[config.mk]
export PLATFORM = sky130hd
export DESIGN_NAME = mem_io_bridge_flat
export DESIGN_NICKNAME = d
export VERILOG_FILES = /design/src/rtl/lab_defs_pkg.sv /design/src/rtl/mem_io_bridge_if.sv /design/src/rtl/sw_debounce.sv /design/src/rtl/mem_io_bridge.sv /design/src/flat_wrapper.sv
export SDC_FILE = /design/constraint.sdc
export NUM_CORES = 1
export LEC_CHECK = 0
export CAP_MARGIN = 20
export CORE_UTILIZATION = 39
export DETAILED_ROUTE_END_ITERATION = 7
export PLACE_DENSITY = 0.81
export SLEW_MARGIN = 20
export SYNTH_ARGS = -nofsm -noshare
export SYNTH_HDL_FRONTEND = slang
export SYNTH_SLANG_ARGS = --single-unit
[constraint.sdc]
create_clock -name clk -period 2.3 [get_ports clk]
set_clock_uncertainty 0.2 [all_clocks]
set_input_delay 0.23 -clock clk [delete_from_list [all_inputs] [get_ports clk]]
set_output_delay 0.23 -clock clk [all_outputs]
set_load 0.02 [all_outputs]
[src/rtl/lab_defs_pkg.sv]
// Shared definitions for the lab CPU memory/I-O bridge: command encoding,
// I/O addresses and the bridge state type.
package lab_defs_pkg;

  typedef enum logic [1:0] {
    MNONE  = 2'b00,
    MREAD  = 2'b01,
    MWRITE = 2'b10
  } mem_cmd_t;

  typedef enum logic [1:0] {
    IDLE     = 2'b00,
    RAM_WAIT = 2'b01,
    DONE     = 2'b10
  } bridge_state_t;

  localparam logic [8:0] LED_ADDR = 9'h100;
  localparam logic [8:0] SW_ADDR  = 9'h140;

endpackage

[src/rtl/mem_io_bridge_if.sv]
// CPU-side memory port of the bridge. The CPU holds mem_cmd/mem_addr/write_data
// stable until it sees the one-cycle mem_ready pulse; read_data is valid with it.
interface mem_io_bridge_if;
  import lab_defs_pkg::*;

  mem_cmd_t    mem_cmd;
  logic [8:0]  mem_addr;
  logic [15:0] write_data;
  logic [15:0] read_data;
  logic        mem_ready;
  logic        bus_err;

  modport master (
    output mem_cmd, mem_addr, write_data,
    input  read_data, mem_ready, bus_err
  );

  modport slave (
    input  mem_cmd, mem_addr, write_data,
    output read_data, mem_ready, bus_err
  );
endinterface

[src/rtl/sw_debounce.sv]
// One switch bit: 2-flop synchroniser, plus a stability counter when
// MEM_IO_BRIDGE_DEBOUNCE_EN is defined (otherwise the synchronised bit passes through).
module sw_debounce #(
  parameter int DEBOUNCE_CYCLES = 16
) (
  input  logic clk,
  input  logic reset,
  input  logic sw_raw,
  output logic sw_filt
);

  logic sync_q1;
  logic sw_sync;

  always_ff @(posedge clk) begin
    if (reset) begin
      sync_q1 <= 1'b0;
      sw_sync <= 1'b0;
    end else begin
      sync_q1 <= sw_raw;
      sw_sync <= sync_q1;
    end
  end

`ifdef MEM_IO_BRIDGE_DEBOUNCE_EN
  localparam int CNT_W = $clog2(DEBOUNCE_CYCLES + 1);
  localparam logic [CNT_W-1:0] CNT_MAX = CNT_W'(DEBOUNCE_CYCLES);

  logic [CNT_W-1:0] cnt;

  // Any return to the filtered value restarts the stability window.
  always_ff @(posedge clk) begin
    if (reset) begin
      cnt     <= '0;
      sw_filt <= 1'b0;
    end else if (sw_sync == sw_filt) begin
      cnt <= '0;
    end else if (cnt == CNT_MAX) begin
      sw_filt <= sw_sync;
      cnt     <= '0;
    end else begin
      cnt <= cnt + 1'b1;
    end
  end
`else
  assign sw_filt = sw_sync;
`endif

endmodule

[src/rtl/mem_io_bridge.sv]
// Decodes CPU accesses to RAM (0x000-0x0FF), LED register (0x100) and switches
// (0x140); optional switch debounce via MEM_IO_BRIDGE_DEBOUNCE_EN.
module mem_io_bridge
  import lab_defs_pkg::*;
#(
  parameter int DEBOUNCE_CYCLES = 16
) (
  input  logic             clk,
  input  logic             reset,
  mem_io_bridge_if.slave   bus,
  output logic [7:0]       ram_addr,
  output logic [15:0]      ram_wdata,
  output logic             ram_write,
  input  logic [15:0]      ram_rdata,
  input  logic [7:0]       sw_in,
  output logic [7:0]       ledr_out,
  output bridge_state_t    state_dbg
);

  bridge_state_t state, state_nxt;
  logic [7:0]    sw_filt;
  logic          is_ram, is_led, is_sw;

  for (genvar i = 0; i < 8; i++) begin : g_sw
    sw_debounce #(.DEBOUNCE_CYCLES(DEBOUNCE_CYCLES)) u_sw (
      .clk     (clk),
      .reset   (reset),
      .sw_raw  (sw_in[i]),
      .sw_filt (sw_filt[i])
    );
  end

  assign is_ram = ~bus.mem_addr[8];
  assign is_led = (bus.mem_addr == LED_ADDR);
  assign is_sw  = (bus.mem_addr == SW_ADDR);

  assign ram_addr      = bus.mem_addr[7:0];
  assign ram_wdata     = bus.write_data;
  // Gated by reset so a write never escapes in a reset cycle.
  assign ram_write     = (state == IDLE) && (bus.mem_cmd == MWRITE) && is_ram && !reset;
  assign bus.mem_ready = (state == DONE);
  assign state_dbg     = state;

  always_ff @(posedge clk) begin
    if (reset) state <= IDLE;
    else       state <= state_nxt;
  end

  always_comb begin
    state_nxt = state;
    case (state)
      IDLE: begin
        if (bus.mem_cmd == MREAD && is_ram) state_nxt = RAM_WAIT;
        else if (bus.mem_cmd != MNONE)      state_nxt = DONE;
      end
      RAM_WAIT: state_nxt = DONE;
      DONE:     state_nxt = IDLE;
      default:  state_nxt = IDLE;
    endcase
  end

  // I/O and illegal accesses complete on the IDLE edge; RAM reads land in RAM_WAIT.
  always_ff @(posedge clk) begin
    if (reset) begin
      bus.read_data <= 16'h0000;
      bus.bus_err   <= 1'b0;
      ledr_out      <= 8'h00;
    end else begin
      case (state)
        IDLE: begin
          if (bus.mem_cmd == MWRITE) begin
            if (is_led)       ledr_out    <= bus.write_data[7:0];
            else if (!is_ram) bus.bus_err <= 1'b1;
          end else if (bus.mem_cmd == MREAD) begin
            if (is_sw) begin
              bus.read_data <= {8'h00, sw_filt};
            end else if (!is_ram) begin
              bus.read_data <= 16'h0000;
              bus.bus_err   <= 1'b1;
            end
          end
        end
        RAM_WAIT: bus.read_data <= ram_rdata;
        default: ;
      endcase
    end
  end

endmodule

[src/flat_wrapper.sv]
// flat-port wrapper written by rule: the top's interface ports become plain ports
module mem_io_bridge_flat import lab_defs_pkg::*;
#(
  parameter int DEBOUNCE_CYCLES = 16
)
  (clk, reset, ram_addr, ram_wdata, ram_write, ram_rdata, sw_in, ledr_out, state_dbg, bus_mem_cmd, bus_mem_addr, bus_write_data, bus_read_data, bus_mem_ready, bus_bus_err);
  mem_io_bridge_if bus_i ();
  input  logic clk;
  input  logic reset;
  output logic [7:0] ram_addr;
  output logic [15:0] ram_wdata;
  output logic ram_write;
  input  logic [15:0] ram_rdata;
  input  logic [7:0] sw_in;
  output logic [7:0] ledr_out;
  output bridge_state_t state_dbg;
  input wire logic [$bits(bus_i.mem_cmd)-1:0] bus_mem_cmd;
  input wire logic [$bits(bus_i.mem_addr)-1:0] bus_mem_addr;
  input wire logic [$bits(bus_i.write_data)-1:0] bus_write_data;
  output wire logic [$bits(bus_i.read_data)-1:0] bus_read_data;
  output wire logic [$bits(bus_i.mem_ready)-1:0] bus_mem_ready;
  output wire logic [$bits(bus_i.bus_err)-1:0] bus_bus_err;
  assign bus_i.mem_cmd = bus_mem_cmd;
  assign bus_i.mem_addr = bus_mem_addr;
  assign bus_i.write_data = bus_write_data;
  assign bus_read_data = bus_i.read_data;
  assign bus_mem_ready = bus_i.mem_ready;
  assign bus_bus_err = bus_i.bus_err;
  mem_io_bridge #(.DEBOUNCE_CYCLES(DEBOUNCE_CYCLES)) u_core (.clk(clk), .reset(reset), .bus(bus_i), .ram_addr(ram_addr), .ram_wdata(ram_wdata), .ram_write(ram_write), .ram_rdata(ram_rdata), .sw_in(sw_in), .ledr_out(ledr_out), .state_dbg(state_dbg));
endmodule
==> results.md <==
- The run finished with clean final reports.
- The number of global-route vias before repair is 1554.
- The wire length reported by the detailed router is 4440 um.
- The average wire length per cell after detail routing is 13.1 um.
- The top fanout value on the critical path is 2.
- The total iterations of the first detailed-routing run is 4.
- At the pin with the least slew margin, the transition time is 0.760 ns.
- The synthesized netlist occupies a cell area of 1950 um^2.
- Compared with the post-synthesis result, the final layout area differs by 48.2%.
- After synthesis, the share of flip-flops with an asynchronous set or reset is 0.
- The main flop type after synthesis is dfxtp_1.
- The critical path contains buffers and inverters numbering 2 combined.
- In this run the power density over the cells is 568 nW/um^2.
- The overall die height is 72.6 um.
- The initial cell density of the core is 0.409.
- For the worst setup path, the data arrival time is 1.75 ns.
- The number of H-tree levels is 2.
- The core region area is 4750 um^2.
- Clock latency on the worst-skew pair, taken at its later pin, is 0.29 ns.
- The final hold violation count was 0.
- The path class of the lowest-slack min-delay path is register to register.
- For this design, the slowest cell found on the critical path is clkdlybuf4s50_1.
- In the final layout, the share of cells above drive strength 1 is 0.0956.
- Setup violations remaining at the end of the flow were counted as 0.
- The estimated wirelength of the detail-placed design is 3260 um.
- The final standard cell utilization of the core is 0.606.
- Total power for the finished layout comes to 1.64 mW.
- Dividing the final minimum period by the clock period gives 0.947.
- Clock-pin slew was measured on the worst setup and hold paths at 0.09 ns.
- The CTS tree is built.
- The clock buffer count from CTS is 5.
- In this run the remaining antenna-violating nets after routing total 0.
- The worst hold slack is 0.235 ns.
- The quantity of hold-fixing buffers added after cts is 0.
- The number of sinks driven by the clock tree is 43.
- The synthesized net count is 257.
- The routed via count is 1682.
- Setup repair after global routing left no endpoint under its margin.
- The floorplan step set the die width to 72.6 um.
- Static timing analysis puts the maximum clock frequency at 0.459 GHz.
- Across every metal layer, demand over resource in global routing totals 0.168.
- The number of pins with negative max-slew slack in the final report is 0.
- The cell at the root of the clock tree is clkbuf_8.
- Setup slack on the critical path of the routed design comes to 0.123 ns.
- After the last flow step, the layout net total stands at 327.
- STA puts the critical path data required time at 1.87 ns.
- The highest ir drop seen on vdd is 0.310 mV.
- Port buffering added 89 buffers.
- The floorplan die area is 5280 um^2.
- For this run, the slowest stage of the critical path takes 0.60 ns.
- The first-pass GRT wire length is 6940 um.
- The worst setup path is captured at a primary output.
- The Yosys step of the flow raised 0 warnings.
- Measured against its own limit, the worst slew margin works out to 0.492.
- In the routed layout, each cell is associated on average with a via count of 4.96.
- Yosys mapped a number of flops with a built-in enable equal to 0.
- For this run, design rule violations remaining after detail routing come to 0.
- The number of antenna cells inserted is 0.
- Synthesis produced a netlist whose cell count is 201.
- The floorplan has 25 rows.
- The analysis attributes to cell leakage a power of 1.02 nW.
- The total placed cells including tap cells is 331.
- The number of unique standard cell types used by synthesis is 32.
- The number of setup buffers added after CTS is 0.
- The number of instances resized during post-cts repair is 0.
- The tool flagged a number of max-cap violations equal to 0.
- The startpoint type of the worst setup path is a primary input.
- The count of pins on the block boundary is 106.
- For this run the aggregate overflow at the end of global routing stands at 0.
- After synthesis the netlist holds a flip-flop and latch count of 43.
- The kind of cell with the highest combined delay on the critical path is buffers and inverters.
- The critical path is of the primary input to primary output type.
- The finished layout holds 339 standard cells, fillers aside.
- The signal on the critical path passes through clkdlybuf4s50_1 -> nor4_1 -> and2_2 -> clkdlybuf4s50_1.
- Before CTS, the worst setup slack after placement is -0.0529 ns.
- The clock period minus final worst setup slack is 2.18 ns.
- The maximum buffer depth of the clock tree is 2.
- For this block, the initial DRC count from the detailed router was 98.
- Each instance of the synthesized netlist takes up on average 9.68 um^2.
- The number of antenna violations at the first check in global routing is 0.
- At the end of routability-driven placement, the weighted congestion stood at 0.763.
- The register area share after synthesis is 0.442.
- Entering global routing, the biggest net connects 37 pins.
- The critical path's most frequent cell is clkdlybuf4s50_1.
[cells in the mapped netlist, drive strengths merged, types with 2 or more instances]
cell type,number,area (um^2)
o31ai,8,60.1
nand4,16,100
nor2b,18,113
nand3,8,40.0
nor4,2,27.5
dfxtp,43,861
inv,3,11.3
a31oi,8,50.1
nor3,3,15.0
nand2,7,26.3
a21oi,10,50.1
or4b,2,20.0
a32o,8,80.1
nand2b,2,12.5
and3b,2,18.8
clkbuf,6,22.5
and2,10,63.8
nor4b,3,62.6
ha,3,37.5
buf,32,223
[cells in the final DEF, fill, tap and decap left out, types with 2 or more instances in the layout]
master	synthesis	layout
nand3_1	8	8
buf_4	25	12
or4b_1	2	2
a21oi_1	10	10
nand2b_1	2	2
nand2_1	7	7
dfxtp_1	43	43
nor3_1	3	3
o31ai_1	8	8
a32o_1	8	8
clkdlybuf4s50_1	0	89
a31oi_1	8	8
ha_1	3	3
clkbuf_8	0	6
nor2b_1	18	18
and2_1	9	9
inv_1	3	3
nand4_1	16	16
nor4b_4	2	2
[power by group]
part / internal [mW] / total, mW / switching, mW
clock network: 0.351 / 0.606 / 0.255
registers: 0.765 / 0.771 / 0.00646
logic: 0.147 / 0.261 / 0.115
[worst paths after layout]
path / from / to / cells past startpoint / slack [ns]
max: reset / ram_write / 4 / 0.12
min: u_core.g_sw[5].u_sw.sync_q1 / u_core.g_sw[5].u_sw.sw_filt / 1 / 0.24
max reg2reg: u_core.state_dbg[1] / u_core.ledr_out[2] / 4 / 0.40
min reg2reg: u_core.g_sw[5].u_sw.sync_q1 / u_core.g_sw[5].u_sw.sw_filt / 1 / 0.24
[layout make-up]
cell class	instances	area, um^2
fill	445	1870
timing repair buffer	101	981
sequential	43	861
multi-input combinational	116	825
tap	67	83.8
clock buffer	6	82.6
clock inverter	2	35.0
inverter	4	15.0
[metal layers]
metal / vias up / share of wire / track usage
met3: 2 / 0.082 / 0.0663
met1: 774 / 0.44 / 0.204
met2: 66 / 0.47 / 0.270
met5: - / 0 / 0
met4: 0 / 0.0038 / 0.0632
li1: 840 / - / -
[per-stage QoR]
step / area (um^2) / TNS (ns)
final: 2880 / 0
after global routing: 2880 / 0
after CTS: 2880 / 0
after detailed placement: 2770 / -0.0969
after global placement: 2770 / 0
after floorplan: 1950 / 0
[flip-flops by register name, indices dropped and copies added (netlist names)]
| register | cells |
|---|---|
| u_core.bus.read_data | 16 |
| u_core.g_sw.u_sw.sw_filt | 8 |
| u_core.g_sw.u_sw.sync_q1 | 8 |
| u_core.ledr_out | 8 |
| u_core.state_dbg | 2 |
| u_core.bus.bus_err | 1 |
[cells by family (layout without fill, tap and decap cells)]
family / after synthesis / after routing / share of synthesized area
adders and majority gates: 3 / 3 / 0.0193
and+or+nand+nor: 76 / 76 / 0.268
buffers and inverters: 42 / 113 / 0.134
DFF: 43 / 43 / 0.442
AOI/OAI and AO/OA: 36 / 36 / 0.132
xor gates and xnor gates: 1 / 1 / 0.00450
Note: power is estimated with default switching activity, not from simulation.
